<file path="src/rtl/i2c_data_phase.sv">
// ---------------------------------------------------------------------------
// i2c_data_phase
//
// Purpose: moves one 9-bit I2C frame (8 data bits MSB first, then an ACK
// bit) on a bit-banged SCL/SDA pair. Each bit has four phases:
//   DATA0: SCL low,  SDA set up
//   DATA1: SCL high (rising edge)
//   DATA2: SCL high, SDA sampled at the end of the phase
//   DATA3: SCL low  (falling edge), then move on to the next bit
// Each phase lasts (div_reg + 1) clk cycles. Between frames SCL is held low
// and SDA is released.
//
// Optional feature: define I2C_CLOCK_STRETCH_EN to add the scl input. With it,
// a slave that holds SCL low stalls the DATA1 phase until SCL is seen high.
//
// Ports:
//   clk           in   system clock, rising edge
//   reset         in   synchronous active-high reset
//   scl           in   synchronised SCL level (only with I2C_CLOCK_STRETCH_EN)
//   start         in   request one frame (sampled only in IDLE)
//   clock_divisor in   [15:0] quarter-bit length minus one, in clk cycles
//   tx_data       in   [7:0] byte to send, MSB first
//   tx_ack        in   ninth bit to drive (1 = release SDA)
//   sda           in   synchronised SDA level
//   sda_out       out  SDA drive (1 = released)
//   scl_out       out  SCL drive (1 = released)
//   data_phase    out  high in any DATA state
//   busy          out  high whenever not IDLE
//   done          out  one-cycle pulse in the first IDLE cycle after a frame
//   rx_data       out  [7:0] sampled bits 8..1
//   rx_ack        out  sampled ninth bit
// ---------------------------------------------------------------------------
module i2c_data_phase (
  input  logic        clk,
  input  logic        reset,
`ifdef I2C_CLOCK_STRETCH_EN
  input  logic        scl,
`endif
  input  logic        start,
  input  logic [15:0] clock_divisor,
  input  logic [7:0]  tx_data,
  input  logic        tx_ack,
  input  logic        sda,
  output logic        sda_out,
  output logic        scl_out,
  output logic        data_phase,
  output logic        busy,
  output logic        done,
  output logic [7:0]  rx_data,
  output logic        rx_ack
);

  typedef enum logic [2:0] {
    IDLE  = 3'd0,
    DATA0 = 3'd1,
    DATA1 = 3'd2,
    DATA2 = 3'd3,
    DATA3 = 3'd4
  } state_t;

  state_t      state_q, state_d;
  logic [15:0] ctr_q, ctr_d;
  logic [15:0] div_q, div_d;
  logic [3:0]  bit_cnt_q, bit_cnt_d;
  logic [8:0]  tx_q, tx_d;
  logic [8:0]  rx_q, rx_d;
  logic        done_q, done_d;
  logic        stall;

  // A slave stretching the clock keeps SCL low after we release it; hold the
  // high-phase counter at zero until the line actually rises.
`ifdef I2C_CLOCK_STRETCH_EN
  assign stall = (state_q == DATA1) && !scl;
`else
  assign stall = 1'b0;
`endif

  always_ff @(posedge clk) begin
    if (reset) begin
      state_q   <= IDLE;
      ctr_q     <= 16'd0;
      div_q     <= 16'd0;
      bit_cnt_q <= 4'd0;
      tx_q      <= 9'h1FF;
      rx_q      <= 9'h1FF;
      done_q    <= 1'b0;
    end else begin
      state_q   <= state_d;
      ctr_q     <= ctr_d;
      div_q     <= div_d;
      bit_cnt_q <= bit_cnt_d;
      tx_q      <= tx_d;
      rx_q      <= rx_d;
      done_q    <= done_d;
    end
  end

  always_comb begin
    state_d   = state_q;
    ctr_d     = ctr_q;
    div_d     = div_q;
    bit_cnt_d = bit_cnt_q;
    tx_d      = tx_q;
    rx_d      = rx_q;
    done_d    = 1'b0;

    if (state_q == IDLE) begin
      if (start) begin
        tx_d      = {tx_data, tx_ack};
        rx_d      = 9'h1FF;
        ctr_d     = 16'd0;
        bit_cnt_d = 4'd0;
        div_d     = clock_divisor;
        state_d   = DATA0;
      end
    end else if (stall) begin
      ctr_d = 16'd0;
    end else if (ctr_q != div_q) begin
      // ctr never exceeds div_q, so it cannot wrap even at 16'hFFFF.
      ctr_d = ctr_q + 16'd1;
    end else begin
      ctr_d = 16'd0;
      case (state_q)
        DATA0: state_d = DATA1;
        DATA1: state_d = DATA2;
        DATA2: begin
          state_d = DATA3;
          rx_d    = {rx_q[7:0], sda};
        end
        DATA3: begin
          tx_d      = {tx_q[7:0], 1'b1};
          bit_cnt_d = bit_cnt_q + 4'd1;
          if (bit_cnt_q == 4'd8) begin
            state_d = IDLE;
            done_d  = 1'b1;
          end else begin
            state_d = DATA0;
          end
        end
        default: state_d = IDLE;
      endcase
    end
  end

  always_comb begin
    busy       = (state_q != IDLE);
    data_phase = (state_q != IDLE);
    scl_out    = (state_q == DATA1) || (state_q == DATA2);
    sda_out    = (state_q == IDLE) ? 1'b1 : tx_q[8];
  end

  assign done    = done_q;
  assign rx_data = rx_q[8:1];
  assign rx_ack  = rx_q[0];

endmodule

</file>
<file path="config.mk">
export PLATFORM = sky130hd
export DESIGN_NAME = i2c_data_phase
export DESIGN_NICKNAME = d
export VERILOG_FILES = /design/src/rtl/i2c_data_phase.sv
export SDC_FILE = /design/constraint.sdc
export NUM_CORES = 1
export LEC_CHECK = 0
export CORE_ASPECT_RATIO = 0.8
export CORE_UTILIZATION = 35
export CTS_CLUSTER_DIAMETER = 60
export DETAILED_ROUTE_END_ITERATION = 16
export GPL_ROUTABILITY_DRIVEN = 0
export GPL_TIMING_DRIVEN = 0
export PLACE_DENSITY = 0.61
export SETUP_SLACK_MARGIN = 0.15
export SYNTH_ARGS = -nofsm -noshare
export SYNTH_HDL_FRONTEND = slang
export SYNTH_SLANG_ARGS = --single-unit
</file>
<file path="constraint.sdc">
create_clock -name clk -period 4.25 [get_ports clk]
set_input_delay 1.275 -clock clk [delete_from_list [all_inputs] [get_ports clk]]
set_output_delay 1.275 -clock clk [all_outputs]
set_load 0.1 [all_outputs]
</file>
==> results of run 1 <==
==> stage by stage <==
step | utilization (%) | hold slack, ns | power, W | setup slack [ns]
6_report | 46.4 | 0.465 | 0.00210 | 0.309
5_1_grt | 46.4 | 0.493 | 0.00220 | 0.231
4_1_cts | 46.3 | 0.468 | 0.00210 | 0.208
3_5_place_dp | 43.2 | 0.459 | 0.00145 | 0.576
3_3_place_gp | 43.2 | 0.457 | 0.00144 | 0.590
2_1_floorplan | - | 0.448 | 0.00122 | 0.954
==> logic make-up (layout without fill, tap and decap cells) <==
kind of cell / after synthesis / after routing
muxes: 2 / 2
adders and majority gates: 3 / 3
and+or+nand+nor: 143 / 143
AOI/OAI and AO/OA: 95 / 95
xor gates and xnor gates: 19 / 19
DFF: 58 / 58
buffers and inverters: 37 / 95
==> worst reg2reg max path: stages (launching register included) <==
cell and delay (ns):
dfxtp_1 0.37, xor2_1 0.19, nor4_1 0.38, nand4_1 0.30
buf_2 0.28, buf_1 0.30, a31oi_1 0.25, mux2i_1 0.09
==> flip-flops by register name, summed over array words and instances, names as in the netlist <==
name,cells
ctr_q,16
div_q,16
rx_q,9
tx_q,9
bit_cnt_q,4
state_q,3
done,1
==> cells in the final DEF (no fill, tap or decap), drive strengths merged, types with 3 or more instances in the layout <==
cell type      netlist  routed
nor2                25      25
nand3               15      15
nor4                 6       6
clkdlybuf4s50        0      41
a21o                18      18
or3                 10      10
a21oi               22      22
clkinv               1       3
a31oi               10      10
nor3                 3       3
o211ai               3       3
o21ai               25      25
clkbuf              18      29
and4                 4       4
xor2                18      18
buf                 10      10
bufinv               0       3
nand4               12      12
nand2               52      52
o32a                 8       8
ha                   3       3
nand3b               3       3
inv                  8       8
dfxtp               58      58
o311ai               3       3
==> power breakdown <==
group | total [W] | internal, W | switching [W] | leakage (nW)
Clock | 0.000654 | 0.000420 | 0.000234 | 0.129
Sequential | 0.000654 | 0.000606 | 0.0000480 | 0.472
Combinational | 0.000788 | 0.000223 | 0.000565 | 0.729
==> synthesized netlist by cell type, drive strengths merged <==
master / number
nand4: 12
o21a: 1
o211ai: 3
nor2: 25
xor2: 18
nor2b: 2
nor3: 3
o32a: 8
clkinv: 1
o22ai: 2
a21o: 18
buf: 10
nand3b: 3
nor3b: 2
mux2i: 2
nor4b: 1
or2: 1
o311ai: 3
and3: 2
a41oi: 1
dfxtp: 58
clkbuf: 18
and2: 1
or3: 10
inv: 8
nand2: 52
o21ai: 25
nand2b: 1
or4b: 1
nor4: 6
xnor2: 1
or4: 1
o31ai: 2
a21oi: 22
nand3: 15
and4: 4
ha: 3
nand4b: 1
a31oi: 10
==> layer usage <==
layer  track usage (%)  part of all wire [%]  routed length (um)
met1              29.9                    51                3920
met2              25.9                    42                3210
met3              3.79                   5.7                 435
met4              8.32                   1.7                 131
met5                 0                     0                   0
==> worst min-delay path by stage <==
stage                                 from                     end  slack (ns)  cells after the start
global route         div_q[4]$_SDFFE_PP0P_   div_q[4]$_SDFFE_PP0P_        0.49                      2
finish               div_q[4]$_SDFFE_PP0P_   div_q[4]$_SDFFE_PP0P_        0.46                      2
detailed placement   div_q[4]$_SDFFE_PP0P_   div_q[4]$_SDFFE_PP0P_        0.46                      2
global placement     div_q[4]$_SDFFE_PP0P_   div_q[4]$_SDFFE_PP0P_        0.46                      2
CTS                  div_q[4]$_SDFFE_PP0P_   div_q[4]$_SDFFE_PP0P_        0.47                      2
floorplan           div_q[12]$_SDFFE_PP0P_  div_q[12]$_SDFFE_PP0P_        0.45                      2
==> area by class of cell <==
cell class | count | area (sq um)
timing repair buffer | 42 | 423
sequential | 58 | 1160
inverter | 9 | 33.8
multi-input combinational | 262 | 1550
clock inverter | 5 | 100
tap | 108 | 135
clock buffer | 11 | 151
buffer | 28 | 118
fill | 820 | 4240
==> implementation parameters, run 1 <==
Parameter                              Value

Global routing
  Initial antenna violation count    0
  Wire length of the first global-routing pass    12900 um
  Grt ovf    0
  Maximum number of pins on one net before global-route repair    12
  Number of global-route vias before repair    around 2600
  GRT Overall Usage    19.5%

Layout
  Design area    0.00367 sq mm
  Proportion of layout cells with a drive suffix above 1    ~6.5%
  Filler-free cell count of the finished design    523
  Ant. Diodes    0
  Net count of the finished layout    approximately 440
  Growth of design area from synthesis to finish    28.3%

Synthesis
  Cell count after synthesis    357
  Post-synthesis mux area share    0.700%
  Cell taking the most area after synthesis    dfxtp_1
  Simple-gate share of the synthesized area    25.1%
  Synthesized-area fraction occupied by ao, oa, aoi and oai cells    21.2%
  Sequential-to-total area share from yosys stat    40.6%
  Share of Yosys cell area claimed by the top area cell type    40.6%
  Mapped Nets    about 390
  Post-Synthesis Cell Area    0.00286 sq mm
  Unique masters post-synth    44
  Flip-flop and latch count after synthesis    58
  Adder and majority gate portion of the synthesized area    around 1.3%
  Post-Syn Area per Cell    8.01 sq um
  Largest cells by area after synthesis    dfxtp_1 41%, nand2_1 6.8%, xor2_1 5.5%
  Number of synthesis warnings    0
  Main combinational cell family by area after synthesis    simple AND/OR/NAND/NOR gates
  Area share of xor/xnor cells in the synthesized design    5.82%

Setup path
  Crit path cell chain    clkbuf_1 > nor3_2 > clkinv_1 > clkdlybuf4s50_1
  Launch point of the worst reg-to-reg path    ctr_q[14]$_SDFFE_PP0P_
  Critical path capture point    busy
  Depth of the worst register-to-register path    7
  Crit Reg-Reg Endpoint    ctr_q[2]$_SDFFE_PP0P_
  Largest stage delay on the critical path    1.08 ns
  Reg2reg setup slack    1.99 ns
  Largest delay share family, worst path    buffers and inverters
  Category of the critical setup timing path    reg2out
  Required time of the critical path    just under 3 ns
  Cell type of the slowest stage on the worst timing path    clkdlybuf4s50_1
  CP max FO    11
  Buffers and inverters on the worst path    3
  Arrival time of the worst setup path    about 2.7 ns
  Kind of end point of the critical path    primary output
  Startpoint of the most critical setup path    state_q[0]$_SDFFE_PP0P_
  Category of the worst setup path launch point    register
  Logic depth of the worst setup path including buffers    4

Clock network
  Clock root buffer    clkbuf_8
  Clk sink count    58
  CTS max path bufs    2
  Quantity of hold-fixing buffers added after cts    0
  Insertion delay of the later-clocked pin in the worst-skew pair    between 0.3 and 0.4 ns
  TritonCTS clock tree    yes
  Post-cts gate resize count    0
  H-Tree Level Count    3
  Clock slew seen by the registers of the worst setup and hold paths    0.07 ns
  Post-CTS setup-driven buffer insertion count    0
  Cts bufs inserted    9

Route
  Routed wire length    7700 um
  Vias after detailed routing    2819
  Routed len/inst    14.7 um
  # DRC    0
  Iteration-0 DRC count of the detailed router    214
  Drt pass-1 iters    5
  Routed via count divided by cell count    5.39
  Post-route ant nets    0

Floorplanning
  Core Footprint    0.00791 sq mm
  Boundary Pins    between 40 and 50
  Die extent in y    82.8 um
  Placement row count    29
  Die X    103 um
  Initial cell density of the core    a little over a third
  Total Die Area    around 0.0085 sq mm

STA
  Setup repair after global routing missed its margin    false
  Final hold violations    0
  # setup viols final    0
  Final Critical Period    3.94 ns
  Worst slew margin relative to its limit    34.1%
  Final worst path period share    92.7%
  FMAX    0.254 GHz
  Transition time at the pin with the least slew margin    0.987 ns
  Fin Clk Skew    about 0.0085 ns
  Number of pins with negative max-slew slack in the final report    0
  Final-layout setup total negative slack    0 ns

Run status
  Result of the run    finished, final reports clean

Hold path
  Min-delay worst type    reg2reg

Run
  Total of max-cap violations    0

Pwr
  PwrDens    approximately 570 mW/mm^2
  Worst IR Drop VDD    309 uV
  Leakage component of the power    1.33 nW

Placed design
  Port Buffer Count    42
  HPWL after DPL    between 5000 and 6000 um
  Total placed instance area    roughly 0.0034 sq mm
  DP Cell Count    507
Note: power is estimated with default switching activity, not from simulation.
==> inputs of run 2 (changes only) <==
- CELL_PAD_IN_SITES_DETAIL_PLACEMENT: not set -> 1
- CELL_PAD_IN_SITES_GLOBAL_PLACEMENT: not set -> 2
- CORE_MARGIN: not set -> 2
- CORE_UTILIZATION: 35 -> 34
- HOLD_SLACK_MARGIN: not set -> 0.15
- PLACE_DENSITY: 0.61 -> 0.89
==> run 2 against run 1 <==
  * Count of clock-buffer cells in the layout rose by 1
  * Register-to-register slack got worse by 0.16 ns
  * Sequential share of layout area rose by 0.73 points
  * Routed wire length rose by 11%
  * Cell count fell by 0.19%
  * Maximum frequency rose by 1.7%
  * Critical path type unchanged
  * Highest routed layer unchanged
==> implementation parameters, run 2 (synthesis gave the netlist of run 1 again) <==
Parameter                              Value

Run status
  Result of the run    finished, final reports clean

Hold path
  Worst hold path endpoint    div_q[13]$_SDFFE_PP0P_
  Hold_sp    div_q[13]$_SDFFE_PP0P_
  Min-delay worst type    reg2reg
  Hold Crit Depth    2 (unchanged)

STA
  Final hold violations    0 (unchanged)
  Final Critical Period    3.87 ns (-0.0660 ns)
  Number of pins with negative max-slew slack in the final report    0 (unchanged)
  Setup repair after global routing missed its margin    false
  Final-layout setup total negative slack    0 ns (unchanged)
  # setup viols final    0 (unchanged)
  Final worst path period share    91.2% (-1.6 points)
  Worst slew margin relative to its limit    35.0% (+0.88 points)
  FMAX    0.258 GHz (+1.7%)
  Min Hold Slack    0.467 ns (+0.00251 ns)
  Transition time at the pin with the least slew margin    0.973 ns (-0.0147 ns)
  Fin Clk Skew    0.0112 ns (+0.00272 ns)

Setup path
  Required time of the critical path    2.97 ns (about the same)
  Crit Reg-Reg Endpoint    ctr_q[6]$_SDFFE_PP0P_
  Depth of the worst register-to-register path    7 (unchanged)
  Category of the worst setup path launch point    register
  Arrival time of the worst setup path    2.60 ns (-0.07 ns)
  Reg2reg setup slack    1.83 ns (-0.16 ns)
  Launch point of the worst reg-to-reg path    ctr_q[12]$_SDFFE_PP0P_
  Kind of end point of the critical path    primary output
  Category of the critical setup timing path    reg2out
  CP max FO    10 (-1)

Floorplanning
  Placement row count    29 (unchanged)
  Boundary Pins    43 (unchanged)
  Die extent in y    86.0 um (+3.8%)
  Core Footprint    0.00806 sq mm (+1.8%)
  Total Die Area    0.00916 sq mm (+7.3%)
  Initial cell density of the core    35.5% (-0.65 points)
  Die X    107 um (+3.4%)

Clock network
  CTS max path bufs    2 (unchanged)
  Clk sink count    58 (unchanged)
  Cts bufs inserted    9 (unchanged)
  H-Tree Level Count    3 (unchanged)
  TritonCTS clock tree    yes
  Clock slew seen by the registers of the worst setup and hold paths    0.07 ns (about the same)
  Clock root buffer    clkbuf_8
  Insertion delay of the later-clocked pin in the worst-skew pair    0.34 ns (about the same)
  Post-CTS setup-driven buffer insertion count    0 (unchanged)

Pwr
  PwrDens    534 mW/mm^2 (-6.6%)
  Leakage component of the power    1.30 nW (-2.6%)
  Worst IR Drop VDD    207 uV (-33%)

Route
  Drt pass-1 iters    4 (-1)
  Routed wire length    8550 um (+11%)
  Vias after detailed routing    2778 (-1.5%)
  Routed via count divided by cell count    5.32 (-1.3%)
  Routed len/inst    16.4 um (+11%)
  # DRC    0 (unchanged)
  Post-route ant nets    0 (unchanged)
  Iteration-0 DRC count of the detailed router    106 (-50%)

Global routing
  GRT Overall Usage    19.5% (about the same)
  Wire length of the first global-routing pass    14000 um (+8.9%)
  Grt ovf    0 (unchanged)
  Number of global-route vias before repair    2756 (+7.1%)
  Initial antenna violation count    0 (unchanged)
  Maximum number of pins on one net before global-route repair    12 (unchanged)

Layout
  Most frequent standard cell in the layout excluding fill and tap cells    dfxtp_1
  Registers with the highest flip-flop counts    ctr_q x16, div_q x16
  Multi-input gate area    0.00155 sq mm (unchanged)
  Net count of the finished layout    442 (unchanged)
  FF+latch area    0.00116 sq mm (unchanged)
  Design area    0.00359 sq mm (-2.3%)
  Growth of design area from synthesis to finish    25.4%
  Ant. Diodes    0 (unchanged)
  Most frequent cells in the layout    58 x dfxtp_1, 52 x nand2_1, 40 x clkdlybuf4s50_1, 25 x nor2_1, 25 x o21ai_0
  Proportion of layout cells with a drive suffix above 1    6.04% (-0.47 points)
  Layout fillers    1004 (+22%)

Run
  Total of max-cap violations    0 (unchanged)

Placed design
  Port Buffer Count    42 (unchanged)
  Total placed instance area    0.00341 sq mm (unchanged)
  HPWL after DPL    6180 um (+16%)
[run 2: cell types whose count changed in the layout (fill, tap and decap cells not counted)]
| cell | before | now |
|---|---|---|
| clkinv_2 | 2 | 3 |
| clkdlybuf4s50_1 | 41 | 40 |
| dlygate4sd2_1 | 0 | 1 |
| clkbuf_1 | 17 | 18 |
| bufinv_16 | 3 | 0 |
[run 2: layout make-up]
cell class,instances,area share [%]
Sequential cell,58,32.4
Clock inverter,3,0.419
Inverter,9,0.942
Tap cell,108,3.77
Buffer,28,3.28
Multi-Input combinational cell,262,43.1
Clock buffer,12,4.33
Timing Repair Buffer,42,11.8
[run 2: timing repair]
item	in CTS	in global routing
endpoints found under the setup margin	1	1
hold buffers	0	0
pin swaps	0	0
cloned	0	0
gates resized for setup	1	1
hold endpoints to repair	0	0
[run 2: routing by layer]
| layer | vias up | global-route usage (%) | part of all wire (%) |
|---|---|---|---|
| met2 | 66 | 28.3 | 42 |
| li1 | 1380 | - | - |
| met1 | 1330 | 29.2 | 53 |
| met3 | 2 | 3.95 | 5.4 |
| met4 | 0 | 4.96 | 0.28 |
| met5 | - | 0 | 0 |
[run 2: critical path, stage by stage (launching register included)]
cell,delay (ns)
dfxtp_1,0.30
clkbuf_1,0.22
nor3_2,0.43
or2_2,0.19
clkdlybuf4s50_1,1.12
[run 2: worst max path at each step]
| stage | start | endpoint | cells past startpoint |
|---|---|---|---|
| after detailed placement | state_q[0]$_SDFFE_PP0P_ | data_phase | 5 |
| after floorplan | state_q[0]$_SDFFE_PP0P_ | data_phase | 4 |
| after CTS | state_q[0]$_SDFFE_PP0P_ | busy | 4 |
| after global routing | state_q[0]$_SDFFE_PP0P_ | sda_out | 4 |
| final | state_q[0]$_SDFFE_PP0P_ | sda_out | 4 |
| after global placement | state_q[0]$_SDFFE_PP0P_ | data_phase | 5 |
[run 2: power breakdown]
part / internal (W) / switching [W] / leakage, nW
registers: 0.000606 / 0.0000494 / 0.472
clock network: 0.000237 / 0.000223 / 0.0920
logic: 0.000218 / 0.000580 / 0.732
[run 2: per-stage QoR]
stage	worst slack [ns]	power [W]	cells	utilization, %
floorplan	0.954	0.00122	357	-
global placement	0.528	0.00145	507	42.4
detailed placement	0.499	0.00147	507	42.4
CTS	0.245	0.00192	522	44.5
global route	0.313	0.00202	522	44.5
finish	0.375	0.00191	522	44.5
==> inputs of run 3 (changes only) <==
- CORE_UTILIZATION: 34 -> 25
- PLACE_DENSITY: 0.89 -> not set
- PLACE_DENSITY_LB_ADDON: not set -> 0.1
- REMOVE_ABC_BUFFERS: not set -> 1
==> run 3 against run 2 <==
  * Maximum frequency fell by 1.2%
  * Total power up 12%
  * Count of clock-buffer cells in the layout stayed put
  * First-iteration DRC count down 1.9%
  * Combinational power fell by 3.8%
  * Die area increased by 34%
  * Hold slack about the same
  * Global-route usage down 4.2 points
  * Largest cell class unchanged
  * Highest routed layer unchanged
==> implementation parameters, run 3 (synthesis gave the netlist of run 1 again) <==
Parameter                              Value

Run status
  Result of the run    finished, final reports clean

Clock network
  TritonCTS clock tree    yes
  Clk sink count    58 (unchanged)
  Clock slew seen by the registers of the worst setup and hold paths    0.05 ns (-0.02 ns)
  Cts bufs inserted    9 (unchanged)
  H-Tree Level Count    3 (unchanged)
  Post-cts gate resize count    0 (-1)
  Insertion delay of the later-clocked pin in the worst-skew pair    0.33 ns (about the same)
  Clock root buffer    clkbuf_16
  Quantity of hold-fixing buffers added after cts    0 (unchanged)
  CTS max path bufs    2 (unchanged)
  Post-CTS setup-driven buffer insertion count    0 (unchanged)

STA
  Number of pins with negative max-slew slack in the final report    0 (unchanged)
  FMAX    0.255 GHz (-1.2%)
  Setup repair after global routing missed its margin    false
  Transition time at the pin with the least slew margin    1.07 ns (+0.0925 ns)
  Worst slew margin relative to its limit    28.7% (-6.2 points)
  Fin Clk Skew    0.00619 ns (-0.00503 ns)
  # setup viols final    0 (unchanged)
  Final worst slack    0.330 ns (-0.0452 ns)
  Final worst path period share    92.2% (+1.1 points)
  Final hold violations    0 (unchanged)
  Final Critical Period    3.92 ns (+0.0452 ns)

Hold path
  Min-delay worst type    reg2reg

Route
  Vias after detailed routing    2668 (-4.0%)
  Drt pass-1 iters    4 (unchanged)
  Post-route ant nets    0 (unchanged)
  Routed len/inst    16.0 um (-2.6%)
  # DRC    0 (unchanged)
  Routed wire length    8500 um (-0.57%)
  Routed via count divided by cell count    5.01 (-5.9%)
  Iteration-0 DRC count of the detailed router    104 (-1.9%)

Setup path
  CP max FO    13 (+3)
  Arrival time of the worst setup path    2.64 ns (+0.04 ns)
  Crit path cell chain    nor3_2 > clkinv_1 > clkdlybuf4s50_1
  Kind of end point of the critical path    primary output
  Largest delay share family, worst path    buffers and inverters
  Buffers and inverters on the worst path    2 (unchanged)
  Category of the critical setup timing path    reg2out
  Cell type of the slowest stage on the worst timing path    clkdlybuf4s50_1
  Category of the worst setup path launch point    register
  Required time of the critical path    2.97 ns (about the same)
  Largest stage delay on the critical path    1.08 ns (-0.04 ns)

Layout
  Filler-free cell count of the finished design    533 (+2.1%)
  Most frequent cells in the layout    58 x dfxtp_1, 52 x nand2_1, 41 x clkdlybuf4s50_1, 25 x nor2_1, 25 x o21ai_0
  Growth of design area from synthesis to finish    29.1%
  Net count of the finished layout    417 (-5.7%)
  Most frequent standard cell in the layout excluding fill and tap cells    dfxtp_1
  Proportion of layout cells with a drive suffix above 1    5.66% (-0.38 points)
  Ant. Diodes    0 (unchanged)
  Registers with the highest flip-flop counts    ctr_q x16, div_q x16
  Final core occ    33.5% (-11 points)

Pwr
  Switching pwr    0.000856 W (+0.53%)
  Switching power share of the total    39.9% (-4.7 points)
  Leakage component of the power    1.31 nW (+0.76%)
  PwrDens    582 mW/mm^2 (+9.0%)
  Internal power    0.00129 W (+22%)
  Comb pwr share    35.7% (-6.0 points)
  Worst IR Drop VDD    249 uV (+20%)
  Clk network pwr share    33.2% (+9.1 points)
  Sequential Power Share    31.1% (-3.2 points)

Floorplanning
  Total Die Area    0.0123 sq mm (+34%)
  Initial cell density of the core    25.9% (-9.5 points)
  Placement row count    34 (+17%)
  Boundary Pins    43 (unchanged)
  Die X    124 um (+16%)
  Die extent in y    99.7 um (+16%)
  Core Footprint    0.0110 sq mm (+37%)

Global routing
  GRT Overall Usage    15.3% (-4.2 points)
  Maximum number of pins on one net before global-route repair    45 (+33)
  Wire length of the first global-routing pass    14500 um (+3.0%)
  Initial antenna violation count    0 (unchanged)
  Number of global-route vias before repair    2733 (-0.83%)
  Grt ovf    0 (unchanged)

Placed design
  Port Buffer Count    42 (unchanged)
  Worst setup slack after placement    0.677 ns (+0.178 ns)
  HPWL after DPL    5570 um (-9.9%)
  DP Cell Count    518 (+2.2%)

Run
  Total of max-cap violations    0 (unchanged)
-- run 3: cell types whose count changed in the layout (fill, tap and decap cells not counted), moves of 3 or more --
cell	change
clkbuf_8	-10
buf_2	-5
clkbuf_16	+9
clkbuf_1	-16
buf_1	-3
-- run 3: worst min-delay path, cell delays in order, from the launching register on --
cell     delay [ns]
dfxtp_1        0.31
nand2_1        0.05
a21oi_1        0.05
-- run 3: power by group through the flow --
| stage | combinational (W) | clock [W] | sequential (W) |
|---|---|---|---|
| 3_5_place_dp | 0.000781 | 0 | 0.000680 |
| 3_3_place_gp | 0.000728 | 0 | 0.000679 |
| 6_report | 0.000768 | 0.000713 | 0.000667 |
| 2_1_floorplan | 0.000500 | 0 | 0.000662 |
| 4_1_cts | 0.000783 | 0.000733 | 0.000668 |
| 5_1_grt | 0.000847 | 0.000764 | 0.000677 |
-- run 3: cell type report --
type	instances	area (sq um)
Tap cell	144	180
Multi-Input combinational cell	262	1550
Sequential cell	58	1160
Fill cell	1281	7330
Timing Repair Buffer	45	478
Clock inverter	3	40.0
Clock buffer	12	246
Inverter	9	33.8
-- run 3: final timing paths --
path / cells after the start / endpoint / start / slack [ns]
worst min-delay path: 2 / div_q[9]$_SDFFE_PP0P_ / div_q[9]$_SDFFE_PP0P_ / 0.47
worst max-delay path: 3 / busy / state_q[2]$_SDFFE_PP0P_ / 0.33
worst min register to register: 2 / div_q[9]$_SDFFE_PP0P_ / div_q[9]$_SDFFE_PP0P_ / 0.47
worst max register to register: 7 / rx_q[0]$_SDFFE_PP1P_ / ctr_q[4]$_SDFFE_PP0P_ / 1.24
-- run 3: metal layers --
layer	track usage (%)	share of wire (%)	routed length [um]	vias up
met5	0	0	0	-
met4	5.51	1.1	92	0
met3	4.70	4.1	348	7
met2	22.9	43	3660	49
met1	20.7	52	4410	1283
li1	-	-	-	1329
-- run 3: per-stage QoR --
step / instance area, sq um / total power (W) / setup TNS, ns / hold WS (ns)
2_1_floorplan: 2740 / 0.00116 / 0 / 0.442
3_3_place_gp: 3340 / 0.00141 / -12.98 / 0.460
3_5_place_dp: 3410 / 0.00146 / 0 / 0.466
4_1_cts: 3690 / 0.00218 / 0 / 0.473
5_1_grt: 3690 / 0.00229 / 0 / 0.486
6_report: 3690 / 0.00215 / 0 / 0.467
